<file path="src/rtl/bcdu_instr_arbiter.sv">
`default_nettype none
// ============================================================================
// Module      : bcdu_instr_arbiter
// Description : Round-robin, burst-locking arbiter that shares the BCDU
//               instruction port behind a registered valid/ready output stage.
// Revision    : 1.0 - initial release
// ============================================================================
module bcdu_instr_arbiter #(
    parameter int NUM_REQ     = 4,
    parameter int INSTR_WIDTH = 16
) (
    input  logic                           i_clk,
    input  logic                           i_rst,
    input  logic [NUM_REQ-1:0]             i_req_valid,
    input  logic [NUM_REQ*INSTR_WIDTH-1:0] i_req_instr,
    input  logic [NUM_REQ-1:0]             i_req_last,
    output logic [NUM_REQ-1:0]             o_req_ready,
    output logic                           o_bcdu_instr_valid,
    output logic [INSTR_WIDTH-1:0]         o_bcdu_instr,
    input  logic                           i_bcdu_ready,
    output logic [$clog2(NUM_REQ)-1:0]     o_grant_id,
    output logic                           o_busy
);

    localparam int c_GRANT_W = $clog2(NUM_REQ);

    typedef enum logic [0:0] {
        ST_IDLE   = 1'b0,
        ST_LOCKED = 1'b1
    } state_t;

    state_t                   r_state;
    logic [c_GRANT_W-1:0]     r_grant_id;
    logic                     r_out_valid;
    logic [INSTR_WIDTH-1:0]   r_out_instr;

    logic [INSTR_WIDTH-1:0]   w_req_instr [NUM_REQ];
    logic                     w_found;
    logic [c_GRANT_W-1:0]     w_next_grant;
    logic                     w_out_free;
    logic                     w_accept;

    generate
        for (genvar gi = 0; gi < NUM_REQ; gi++) begin : g_unpack
            assign w_req_instr[gi] = i_req_instr[gi*INSTR_WIDTH +: INSTR_WIDTH];
        end
    endgenerate

    // Walk offsets from the far end so the nearest valid requester after the
    // previous grant is the one left standing.
    always_comb begin
        int idx;
        w_found      = 1'b0;
        w_next_grant = r_grant_id;
        idx          = 0;
        for (int i = NUM_REQ; i >= 1; i--) begin
            idx = int'(r_grant_id) + i;
            if (idx >= NUM_REQ) idx = idx - NUM_REQ;
            if (i_req_valid[c_GRANT_W'(idx)]) begin
                w_found      = 1'b1;
                w_next_grant = c_GRANT_W'(idx);
            end
        end
    end

    // The output register can take a beat when empty or draining this cycle.
    assign w_out_free = !r_out_valid || i_bcdu_ready;
    assign w_accept   = (r_state == ST_LOCKED) && w_out_free && i_req_valid[r_grant_id];

    always_comb begin
        o_req_ready = '0;
        if ((r_state == ST_LOCKED) && w_out_free) begin
            o_req_ready[r_grant_id] = 1'b1;
        end
    end

    always_ff @(posedge i_clk) begin
        if (i_rst) begin
            r_state     <= ST_IDLE;
            r_grant_id  <= c_GRANT_W'(NUM_REQ - 1);
            r_out_valid <= 1'b0;
            r_out_instr <= '0;
        end else begin
            case (r_state)
                ST_IDLE: begin
                    if (w_found) begin
                        r_state    <= ST_LOCKED;
                        r_grant_id <= w_next_grant;
                    end
                end
                ST_LOCKED: begin
                    if (w_accept && i_req_last[r_grant_id]) begin
                        r_state <= ST_IDLE;
                    end
                end
                default: r_state <= ST_IDLE;
            endcase

            if (w_accept) begin
                r_out_valid <= 1'b1;
                r_out_instr <= w_req_instr[r_grant_id];
            end else if (i_bcdu_ready) begin
                r_out_valid <= 1'b0;
            end
        end
    end

    assign o_bcdu_instr_valid = r_out_valid;
    assign o_bcdu_instr       = r_out_instr;
    assign o_grant_id         = r_grant_id;
    assign o_busy             = (r_state == ST_LOCKED) || r_out_valid;

endmodule
`default_nettype wire

</file>
<file path="config.mk">
export PLATFORM = sky130hd
export DESIGN_NAME = bcdu_instr_arbiter
export DESIGN_NICKNAME = d
export VERILOG_FILES = /design/src/rtl/bcdu_instr_arbiter.sv
export SDC_FILE = /design/constraint.sdc
export NUM_CORES = 1
export LEC_CHECK = 0
export BUFFER_PORTS_ARGS = -buffer_cell sky130_fd_sc_hd__buf_2
export CAP_MARGIN = 30
export CELL_PAD_IN_SITES_DETAIL_PLACEMENT = 0
export CELL_PAD_IN_SITES_GLOBAL_PLACEMENT = 1
export CORE_ASPECT_RATIO = 0.8
export CORE_MARGIN = 2
export CORE_UTILIZATION = 30
export CTS_BUF_LIST = sky130_fd_sc_hd__clkbuf_2
export CTS_CLUSTER_DIAMETER = 40
export DETAILED_ROUTE_END_ITERATION = 7
export PLACE_DENSITY_LB_ADDON = 0.1
export SETUP_SLACK_MARGIN = 0.1
export SYNTH_ARGS = -nofsm -noshare
export SYNTH_HDL_FRONTEND = slang
export SYNTH_SLANG_ARGS = --single-unit
</file>
<file path="constraint.sdc">
create_clock -name i_clk -period 2.8 [get_ports i_clk]
set_clock_uncertainty 0.1 [all_clocks]
set_input_delay 0.56 -clock i_clk [delete_from_list [all_inputs] [get_ports i_clk]]
set_output_delay 0.56 -clock i_clk [all_outputs]
set_load 0.01 [all_outputs]
</file>
# Yosys cells after proc, flatten, opt, wreduce, memory -nomap -nowiden
# Cells that the tools add are included.
# W data, S select, Z words.
# word_totals
regBits	20
input_bits	75
output_inout_bits	24
word_cells	74
# op_classes
add_sub_neg	8
order_cmp	11
muxes	39
bitwise	2
reduce_logical	10
# op_table
op	count
$bmux W16 S2	1
$mux W16	2
$mux W1	19
$lt A2 B4 Y1 const B	4
$mux W2	8
$bmux W1 S2	6
$ge A3 B3 Y1 const B	4
$sub A2 B1 Y2 const B	4
$add A2 B2 Y3 const B	2
$add A2 B3 Y4 const B	1
$ge A4 B3 Y1 const B	1
$logic_and A1 B1 Y1	4
$mux W4	1
$reduce_bool A4 Y1	1
$add A2 B1 Y3 const B	1
$lt A2 B3 Y1 const B	1
$not A2 Y3	1
$reduce_and A3 Y1	1
$demux W1 S2	1
$ge A2 B1 Y1 const B	1
$logic_or A1 B1 Y1	2
$pmux W1 S2	1
$reduce_bool A2 Y1	1
$logic_not A1 Y1	1
$not A1 Y1	1

# Depth between registers and ports, before layout
# Gate-level depths: netlist of run 1.
# depth
depth_word	12
ltp_mapped	8
mapped_depth_nobuf	6

# Least setup slack after synthesis of run 1
# No wires, ideal clock.
# synth_timing
kind	reg2reg
start	reg r_grant_id[0], in the netlist o_grant_id[0]
end	reg r_grant_id[0], in the netlist o_grant_id[0]
setup_time_ns	0.123
t_arrival_ns	2.079
required_ns	2.577
setup_slack_ns	0.498
stages_incl_launch_ff	9
cell_sequence	dfxtp_1 -> buf_6 -> buf_2 -> inv_1 -> ha_1 -> mux2_2 -> or3_1 -> a21oi_1 -> o21ai_0
# synth_between
elab_chain_len	11
elab_cells_between_ends	38
cone_classes	add/sub (8); order compare (4); mux (24); reduce/logical (2)
# synth_rtl
element	line	rtl
start, declared	33	logic [c_GRANT_W-1:0] r_grant_id;
start signal, assigned	80	r_grant_id <= c_GRANT_W'(NUM_REQ - 1);
start signal, assigned	88	r_grant_id <= w_next_grant;
$add A2 B3 Y4	57	idx = int'(r_grant_id) + i;
$ge A4 B3 Y1 or $sub A2 B1 Y2 (tied branches)	58	if (idx >= NUM_REQ) idx = idx - NUM_REQ;
$mux W2	58	
$bmux W1 S2	59	if (i_req_valid[c_GRANT_W'(idx)]) begin
$mux W1 (not written as such) (2 in series)	59	
$mux W1 (4 in series)	59	
$reduce_and A3 Y1 (no source line)	n/a	
# Parallel ways exist; a longest one is shown, timed or not. The select of a mux whose other input is x is not followed.
# A chain may end at the register's enable or synchronous reset.

# Worst setup path in the final report of run 1
# layout_timing
start	reg r_grant_id[0], in the netlist o_grant_id[0]
end	out o_req_ready[0]
# layout_between
elab_chain_len	5
elab_cells_between_ends	6
cone_classes	order compare (2); mux (3); reduce/logical (1)
# layout_rtl
element	line	rtl
$lt A2 B3 Y1 (not written as such) or $ge A2 B1 Y1 (tied branches)	73	o_req_ready[r_grant_id] = 1'b1;
$logic_and A1 B1 Y1 (not written as such)	73	
$mux W1 (not written as such)	73	
$demux W1 S2 *	73	
$mux W4 *	72	if ((r_state == ST_LOCKED) && w_out_free) begin
end, declared	17	output logic [NUM_REQ-1:0] o_req_ready,
# Mark *: on every way between the ends. The rest lies on a longest branch, timed or not.

==> results of run 1 <==
layer usage:
layer | track usage | vias to the layer above | routed length, µm | share of wire
met2 | 0.255 | 30 | 2040 | 0.49
li1 | - | 709 | - | -
met4 | 0.0313 | 0 | 14 | 0.0034
met3 | 0.0393 | 2 | 199 | 0.048
met5 | 0 | - | 0 | 0
met1 | 0.215 | 683 | 1910 | 0.46
report_power, final:
part / internal, mW / total (mW) / switching, mW
Sequential: 0.323 / 0.356 / 0.0330
Combinational: 0.247 / 0.478 / 0.231
Clock: 0.0310 / 0.123 / 0.0919
final cells by class:
class                      instances  area (µm²)
fill                             492        2660
multi-input combinational        108         981
timing repair buffer             101         513
sequential                        20         402
tap                               60        75.1
clock buffer                       3        15.0
inverter                           2        7.51
clock inverter                     1        3.75
state kept, by name (all words and copies together), names as in the netlist:
signal              flops
o_bcdu_instr_valid      1
o_bcdu_instr           16
r_state                 1
o_grant_id              2
placed cells by master (no fill, tap or decap):
master	netlist	routed
a211oi_1	4	4
a21oi_1	8	8
a21oi_2	10	10
a311o_1	1	1
a41o_1	1	1
and3_1	4	4
and3_4	1	1
buf_2	1	98
buf_4	3	3
clkbuf_2	0	3
clkinv_1	0	1
dfxtp_1	20	19
dfxtp_2	0	1
ha_1	4	4
inv_1	2	2
mux2_2	3	3
mux2i_1	2	2
mux4_2	18	18
nand2_1	22	22
nand2_2	10	10
nand2b_1	3	3
nand3_2	1	1
nor2_1	6	6
nor2b_1	1	1
nor3_1	2	2
o21ai_0	2	2
o22ai_1	1	1
o311a_1	1	1
or2_2	1	1
or3_1	2	2
final timing paths:
check                       start              end
setup / recovery    o_grant_id[0]   o_req_ready[0]
hold / removal    o_bcdu_instr[9]  o_bcdu_instr[9]
setup reg to reg    o_grant_id[0]    o_grant_id[0]
hold reg to reg   o_bcdu_instr[9]  o_bcdu_instr[9]
kinds of logic (layout without fill, tap and decap cells):
kind of cell               after synthesis  in the layout  synth area share
and+or+nand+nor                         53             53             0.183
muxes                                   23             23             0.313
adders and majority gates                4              4            0.0342
DFF                                     20             20             0.273
AOI/OAI and AO/OA                       28             28             0.139
buffers and inverters                   13            107            0.0572
worst min-delay path, delay by kind of cell, from the launching register on:
kind | cells | cell delay [ps]
flip-flops | 1 | 350
AND/OR/NAND/NOR | 1 | 50
AO/OA/AOI/OAI | 1 | 50
==> results.py, run 1 <==
metrics = {
    "sta": {
        "layout_setup_ws_ps": 728,
        "period_minus_slack_ps": 2070,
        "clock.fmax_mhz": 483,
        "setup-violations-final": 0,
        "finalSetupTns_ps": 0,
        "max_slew_margin": 0.645,
        "finalHoldViolCount": 0,
        "rsz0062_at_grt": "no",
        "maxSlewViolCount": 0,
        "fin_hold_ws_ps": 369,
        "finalCritPeriodShare": 0.740,
        "worst_slew_pin_slew_ps": 532,
    },
    "worst_setup_path": {
        "cp_top_family": "flip-flops",
        "critPathBufInv": 2,
        "crit_type": "register to primary output",
        "cp.depth": 4,
        "crit_required_ps": 2140,
        "crit_arrival_ps": 1410,
        "path_max_fanout": 11,
        "endpoint_kind": "primary output",
        "slowest_delay_ps": 500,
        "r2r.worst_path.cells": 6,
        "start_kind": "register",
        "cp_slowest_cell": "dfxtp_2",
        "regToRegSetupSlack_ps": 760,
        "crit_chain": "inv_1 > ha_1 > and3_1 > buf_2",
    },
    "placement": {
        "dp_hpwl_mm": 3.20,
        "dp.cells": 291,
        "place_ws_ps": 786,
        "place_area_mm2": 0.00198,
        "place.gp.congestion": 0.810,
        "numPortBuffers": 98,
    },
    "logic_synthesis": {
        "yosysMostFrequentCell": "nand2_1",
        "synth_area_mm2": 0.00147,
        "synth_area_leader_cell": "mux4_2",
        "synth_cells": 141,
        "synth_cell_type_count": 29,
        "yosysWarnings": 0,
        "yosys_most_used_dff": "dfxtp_1",
        "synthesis.nets": 220,
        "synthArstFlopShare": 0,
        "avgSynthCellArea_um2": 10.4,
        "synth.top_cells.by_area": "mux4_2, dfxtp_1, a21oi_2",
        "synth_edf_count": 0,
        "synth_top_cell_area_share": 0.277,
        "ys_seq_elements": 20,
        "synth_common_cells": "nand2_1, dfxtp_1, mux4_2",
        "ys_seq_area_frac": 0.273,
    },
    "clock_network": {
        "cts_tree": "yes",
        "cts_made_buffers": 3,
        "cts-root-buf": "clkbuf_2",
        "clock_latency_ps": 310,
        "cts.sinks": 20,
        "postCtsResizedCells": 0,
        "cts.reportedPaths.clkPinSlew_ps": 190,
        "post-cts-setup-buffers": 0,
        "cts_hold_buf": 0,
        "cts_max_path_buffers": 2,
        "htreeDepth": 1,
    },
    "floorplanning": {
        "start_util": 0.315,
        "core_area_mm2": 0.00465,
        "rows": 22,
        "chipHeight_um": 66.5,
        "die_w_um": 82.1,
        "fp.dieArea_mm2": 0.00546,
        "io_pins": 99,
    },
    "routing": {
        "wl_per_cell_um": 14.1,
        "routed_wl_mm": 4.17,
        "vias_per_cell": 4.83,
        "antenna_left": 0,
        "drtIter0Drc": 43,
        "drc": 0,
        "drtPass1Iterations": 4,
        "num_vias": 1424,
    },
    "grt": {
        "antenna_found_initial": 0,
        "grt_max_degree": 21,
        "grt_usage": 0.158,
        "grt_pass1_wl_mm": 6.46,
        "overflow": 0,
        "grt_pass1_vias": 1340,
    },
    "worst_hold_path": {
        "worstHoldPathCells": 2,
        "hold_path.class": "register to register",
    },
    "cells_and_area": {
        "fin_nets": 315,
        "fin_cells": 295,
        "final_util": 0.429,
        "areaGrowthSynthToFinish_pct": 36.3,
        "antenna_cells": 0,
        "drive_gt1_frac": 0.634,
        "fin_area_mm2": 0.00200,
    },
    "pwr": {
        "power.total_uw": 957,
        "ir_worst_vdd_mv": 0.175,
        "p_leak_nw": 0.946,
        "pwr_density_cell_mw_per_mm2": 479,
    },
    "run_status": {
        "status": "finished, final reports clean",
    },
    "flow_run": {
        "cap_viol_max_count": 0,
    },
}
No activity file was read; power rests on OpenSTA's default activity.
==> run 2: changes to the inputs <==
Settings changed: ABC_AREA from default to 1, CORE_UTILIZATION 30 to 27.
Clock period 2.8 ns to 2 ns, I/O delays scaled along.
==> run 2 against run 1 <==
  * Via count grew 35%
  * Final cell count grew 51%
  * First-iteration DRC count grew 35%
  * Area after synthesis grew 3.3%
  * Sequential power grew 81%
  * Largest power group unchanged
  * Design area grew 7.0%
  * Setup slack lost 510 ps
  * Global-route usage shrank 0.68 points
  * Largest cell class unchanged
  * Sequential share of layout area shrank 1.0 points
  * Sequential cell count is the same
  * Non-clock buffer count grew 9
  * Combinational power grew to 3.7 times the previous value
==> results.py, run 2 <==
metrics = {
    "run_status": {
        "status": "finished, final reports clean",
    },
    "cells_and_area": {
        "fin_nets": 449,
        "multi_input_area_um2": 912,
        "most-common-layout-cells": "buf_2, nor2_1, nand2_1",
        "largest_register_ffs": 16,
        "drive_gt1_frac": 0.326,
        "regArea_um2": 408,
        "fill_cells": 637,
        "final_common_cell": "buf_2",
        "antenna_cells": 0,
        "areaGrowthSynthToFinish_pct": 41.2,
    },
    "routing": {
        "drtIter0Drc": 58,
        "wl_per_cell_um": 10.8,
        "antenna_left": 0,
        "routed_wl_mm": 4.83,
        "vias_per_cell": 4.31,
        "num_vias": 1923,
        "drc": 0,
        "drtPass1Iterations": 4,
    },
    "worst_setup_path": {
        "timing.rr.end": "o_bcdu_instr[5]",
        "crit_required_ps": 1500,
        "path_max_fanout": 16,
        "r2r.worst_path.cells": 8,
        "crit_type": "register to primary output",
        "crit_arrival_ps": 1290,
        "endpoint_kind": "primary output",
        "regToRegSetupSlack_ps": 510,
        "reg2reg_from": "o_grant_id[0]",
        "start_kind": "register",
    },
    "logic_synthesis": {
        "synth_common_cells": "nor2_1, nand2_1, o21ai_0",
        "synth.top_cells.by_area": "dfxtp_1, nor2_1, nand2_1",
        "synth_area_mm2": 0.00151,
        "yosysWarnings": 0,
        "synthesis.nets": 349,
        "synth_compound_area_frac": 0.191,
        "synth_edf_count": 0,
        "yosysMostFrequentCell": "nor2_1",
        "avgSynthCellArea_um2": 5.61,
        "synth_area_leader_cell": "dfxtp_1",
        "synthXorXnorAreaFrac": 0,
        "ys_seq_area_frac": 0.264,
        "yosys.area_share.simple": 0.379,
        "synthArstFlopShare": 0,
        "synth_cells": 270,
        "synth_top_cell_area_share": 0.264,
        "synth_cell_type_count": 21,
        "synth_top_family_by_area": "simple AND/OR/NAND/NOR gates",
        "ys_seq_elements": 20,
        "yosys_most_used_dff": "dfxtp_1",
        "synth_fa_ha_area_frac": 0.0331,
        "muxShareOfSynthArea": 0,
    },
    "floorplanning": {
        "core_area_mm2": 0.00544,
        "rows": 24,
        "start_util": 0.279,
        "die_w_um": 87.7,
        "io_pins": 99,
        "fp.dieArea_mm2": 0.00623,
        "chipHeight_um": 71.0,
    },
    "sta": {
        "worst_slew_pin_slew_ps": 259,
        "max_slew_margin": 0.826,
        "clock.fmax_mhz": 560,
        "maxSlewViolCount": 0,
        "finalSetupTns_ps": 0,
        "setup-violations-final": 0,
        "finalCritPeriodShare": 0.893,
        "layout_setup_ws_ps": 214,
        "period_minus_slack_ps": 1790,
        "rsz0062_at_grt": "yes",
        "finalHoldViolCount": 0,
    },
    "clock_network": {
        "cts.sinks": 20,
        "cts_hold_buf": 0,
        "htreeDepth": 1,
        "cts-root-buf": "clkbuf_2",
        "cts_max_path_buffers": 2,
        "cts_made_buffers": 3,
        "cts.reportedPaths.clkPinSlew_ps": 190,
        "clock_latency_ps": 310,
        "cts_tree": "yes",
    },
    "pwr": {
        "ir_worst_vdd_mv": 0.319,
        "pwr_density_cell_mw_per_mm2": 1200,
        "p_leak_nw": 1.20,
    },
    "grt": {
        "grt_max_degree": 20,
        "grt_pass1_wl_mm": 7.67,
        "grt_usage": 0.151,
        "overflow": 0,
        "grt_pass1_vias": 1778,
        "antenna_found_initial": 0,
    },
    "placement": {
        "place.gp.congestion": 0.834,
        "dp_hpwl_mm": 3.83,
        "numPortBuffers": 98,
        "place_ws_ps": 370,
    },
    "worst_hold_path": {
        "worstHoldPathCells": 2,
        "whs_endpoint": "o_bcdu_instr_valid",
        "hp-start": "i_rst",
        "hold_path.class": "input pin to register",
    },
    "flow_run": {
        "cap_viol_max_count": 0,
    },
}
==> run 2: cell types whose count changed in the layout (fill, tap and decap cells not counted), moves of 15 or more <==
cell | previous run | this run
nor2_1 | 6 | 77
nand2_1 | 22 | 56
o21ai_0 | 2 | 33
inv_1 | 2 | 28
mux4_2 | 18 | 0
o22ai_1 | 1 | 16
==> run 2: power by group <==
group	switching [mW]	leakage, nW	internal [mW]
Clock	0.122	0.0125	0.0409
Sequential	0.0899	0.165	0.555
Combinational	1.04	1.02	0.711
==> run 2: per-stage QoR <==
step | util | instances | instance area, µm² | hold WS, ps | power [mW]
floorplan | - | 270 | 1510 | 369 | 1.86
global placement | 0.386 | 442 | 2100 | 396 | 2.39
detailed placement | 0.386 | 442 | 2100 | 400 | 2.39
CTS | 0.390 | 445 | 2120 | 116 | 2.58
global route | 0.393 | 446 | 2140 | 125 | 2.86
finish | 0.393 | 446 | 2140 | 146 | 2.56
==> run 2: final cells by class <==
class                   instances  area share
clock buffers                   3     0.00703
inverters                      31      0.0544
multi-input cells             204       0.427
flip-flops and latches         20       0.191
well taps                      78      0.0457
repair buffers                110       0.275
==> run 2: repair_timing <==
item / CTS / global route
resized for setup: 3 / 4
setup buffers: 0 / 1
endpoints found under the setup margin: 4 / 4
==> run 2: cells by family (layout without fill, tap and decap cells) <==
family / after synthesis / count (layout)
adders and majority gates: 4 / 4
AOI/OAI and AO/OA: 53 / 53
DFF: 20 / 20
buffers and inverters: 46 / 144
and+or+nand+nor: 147 / 147
==> run 2: critical path, cell delays in order, from the launching register on <==
cell and delay (ps):
dfxtp_4 410, buf_8 150, ha_1 150, inv_1 30, nor2_1 90, buf_2 140
==> run 2: worst max-delay path by stage <==
stage	startpoint	end	slack [ps]
detailed placement	o_grant_id[0]	o_bcdu_instr[5]	370
global route	o_grant_id[1]	o_req_ready[2]	100
floorplan	o_grant_id[0]	o_grant_id[0]	230
CTS	o_grant_id[1]	o_req_ready[3]	120
finish	o_grant_id[1]	o_req_ready[3]	210
global placement	o_grant_id[0]	o_req_ready[1]	430
==> run 2: layer usage <==
layer / vias to the layer above / share of wire / GRT usage
met2: 61 / 0.44 / 0.254
met1: 811 / 0.47 / 0.195
met4: 0 / 0.0079 / 0.0256
li1: 1047 / - / -
met5: - / 0 / 0
met3: 4 / 0.081 / 0.0432
==> run 3: changes to the inputs <==
Settings changed: CORE_MARGIN 2 to 1.
==> run 3 against run 2 <==
  * Die area shrank 5.0%
  * Count of clock-buffer cells in the layout unchanged
  * Sequential cell count stayed put
  * Design area increased by 1.6%
  * Utilization rose by 2.4 points
  * Via count rose by 0.47%
  * Register-to-register slack hardly changed
  * Critical endpoint is now o_req_ready[1]
  * Largest power group unchanged
  * Highest routed layer unchanged
==> results.py, run 3 (synthesis results as in run 2) <==
metrics = {
    "pwr": {
        "ir_worst_vdd_mv": 0.471,
        "pwr_density_cell_mw_per_mm2": 1250,
        "p_leak_nw": 1.21,
    },
    "grt": {
        "antenna_found_initial": 0,
        "grt_pass1_wl_mm": 7.32,
        "grt_pass1_vias": 1637,
        "overflow": 0,
        "grt_max_degree": 20,
        "grt_usage": 0.158,
    },
    "routing": {
        "drtIter0Drc": 85,
        "drtPass1Iterations": 6,
        "num_vias": 1932,
        "vias_per_cell": 4.35,
        "antenna_left": 0,
        "met2_length_mm": 2.10,
        "highest_layer": "met4",
        "routed_wl_mm": 4.78,
        "wl_per_cell_um": 10.8,
        "wl_met1_mm": 2.34,
        "wl_met3_um": 316,
        "drc": 0,
    },
    "cells_and_area": {
        "drive_gt1_frac": 0.331,
        "fin_area_mm2": 0.00217,
        "fill_cells": 606,
        "areaGrowthSynthToFinish_pct": 43.4,
        "final_util": 0.417,
        "antenna_cells": 0,
        "final_common_cell": "buf_2",
        "fin_nets": 449,
        "multi_input_area_um2": 912,
        "largest_register_ffs": 16,
        "regArea_um2": 407,
        "most-common-layout-cells": "buf_2, nor2_1, nand2_1",
    },
    "sta": {
        "period_minus_slack_ps": 1770,
        "finalHoldViolCount": 0,
        "clock.fmax_mhz": 566,
        "fin_hold_ws_ps": 129,
        "setup-violations-final": 0,
        "maxSlewViolCount": 0,
        "finalCritPeriodShare": 0.883,
        "rsz0062_at_grt": "no",
        "worst_slew_pin_slew_ps": 243,
        "max_slew_margin": 0.837,
        "finalSetupTns_ps": 0,
    },
    "floorplanning": {
        "fp.dieArea_mm2": 0.00591,
        "core_area_mm2": 0.00521,
        "die_w_um": 85.7,
        "io_pins": 99,
        "start_util": 0.291,
        "rows": 23,
        "chipHeight_um": 69.0,
    },
    "clock_network": {
        "cts-root-buf": "clkbuf_2",
        "cts_tree": "yes",
        "cts_max_path_buffers": 2,
        "cts_hold_buf": 0,
        "clock_latency_ps": 320,
        "cts_made_buffers": 3,
        "cts.sinks": 20,
        "cts.reportedPaths.clkPinSlew_ps": 210,
        "htreeDepth": 1,
    },
    "worst_hold_path": {
        "hold_path.class": "input pin to register",
    },
    "worst_setup_path": {
        "cp_top_family": "flip-flops",
        "start_kind": "register",
        "crit_arrival_ps": 1270,
        "critPathBufInv": 3,
        "cp_slowest_cell": "dfxtp_4",
        "endpoint_kind": "primary output",
        "crit_chain": "buf_8 > ha_1 > inv_1 > nor2_1 > buf_2",
        "path_max_fanout": 11,
        "slowest_delay_ps": 440,
        "crit_required_ps": 1500,
        "crit_type": "register to primary output",
    },
    "placement": {
        "place.gp.congestion": 0.735,
        "numPortBuffers": 98,
        "place_area_mm2": 0.00210,
        "dp_hpwl_mm": 3.76,
    },
    "flow_run": {
        "cap_viol_max_count": 0,
    },
    "run_status": {
        "status": "finished, final reports clean",
    },
}
## run 3: cell count changes in the layout (fill, tap and decap cells not counted), sizes merged
cell,delta
bufinv,+1
## run 3: final timing paths
kind                             end  cells after the start  slack (ps)                from
hold reg to reg   o_bcdu_instr_valid                      2         420  o_bcdu_instr_valid
hold / removal    o_bcdu_instr_valid                      2         130               i_rst
setup reg to reg     o_bcdu_instr[7]                      8         510       o_grant_id[0]
setup / recovery      o_req_ready[1]                      5         230       o_grant_id[0]
## run 3: layer usage
layer,vias up,track usage
met3,2,0.0440
li1,1054,-
met1,812,0.210
met4,0,0.0250
met2,64,0.262
met5,-,0
## run 3: final cells by class
cell class                 count  area share
timing repair buffer         110       0.273
multi-input combinational    204       0.420
inverter                      31      0.0559
sequential                    20       0.187
clock buffer                   3     0.00692
tap                           75      0.0432
clock inverter                 1      0.0138
## run 3: where the power goes
group          total (mW)  switching, mW  internal [mW]
logic                1.77           1.05          0.718
registers           0.649         0.0964          0.553
clock network       0.301          0.129          0.173
total                2.72           1.28           1.44
## run 3: worst reg2reg max path: stages (launching register included)
cell     delay (ps)
dfxtp_4         410
buf_4           150
nand2_1          90
nand2_1          70
o21ai_2         160
nand2_2          70
buf_4           190
nor2_1          120
nor2_1           50
## run 3: repair_timing
item / CTS / global route
resized for setup: 3 / 7
hold endpoints to repair: 0 / 0
setup buffers: 0 / 1
endpoints found under the setup margin: 4 / 4
gates cloned: 0 / 0
## run 3: stage by stage
| step | power (mW) | cells | worst slack, ps |
|---|---|---|---|
| finish | 2.72 | 444 | 233 |
| global route | 3.03 | 444 | 105 |
| CTS | 2.72 | 443 | 127 |
| detailed placement | 2.39 | 439 | 340 |
| global placement | 2.39 | 439 | 369 |
| floorplan | 1.86 | 270 | 231 |
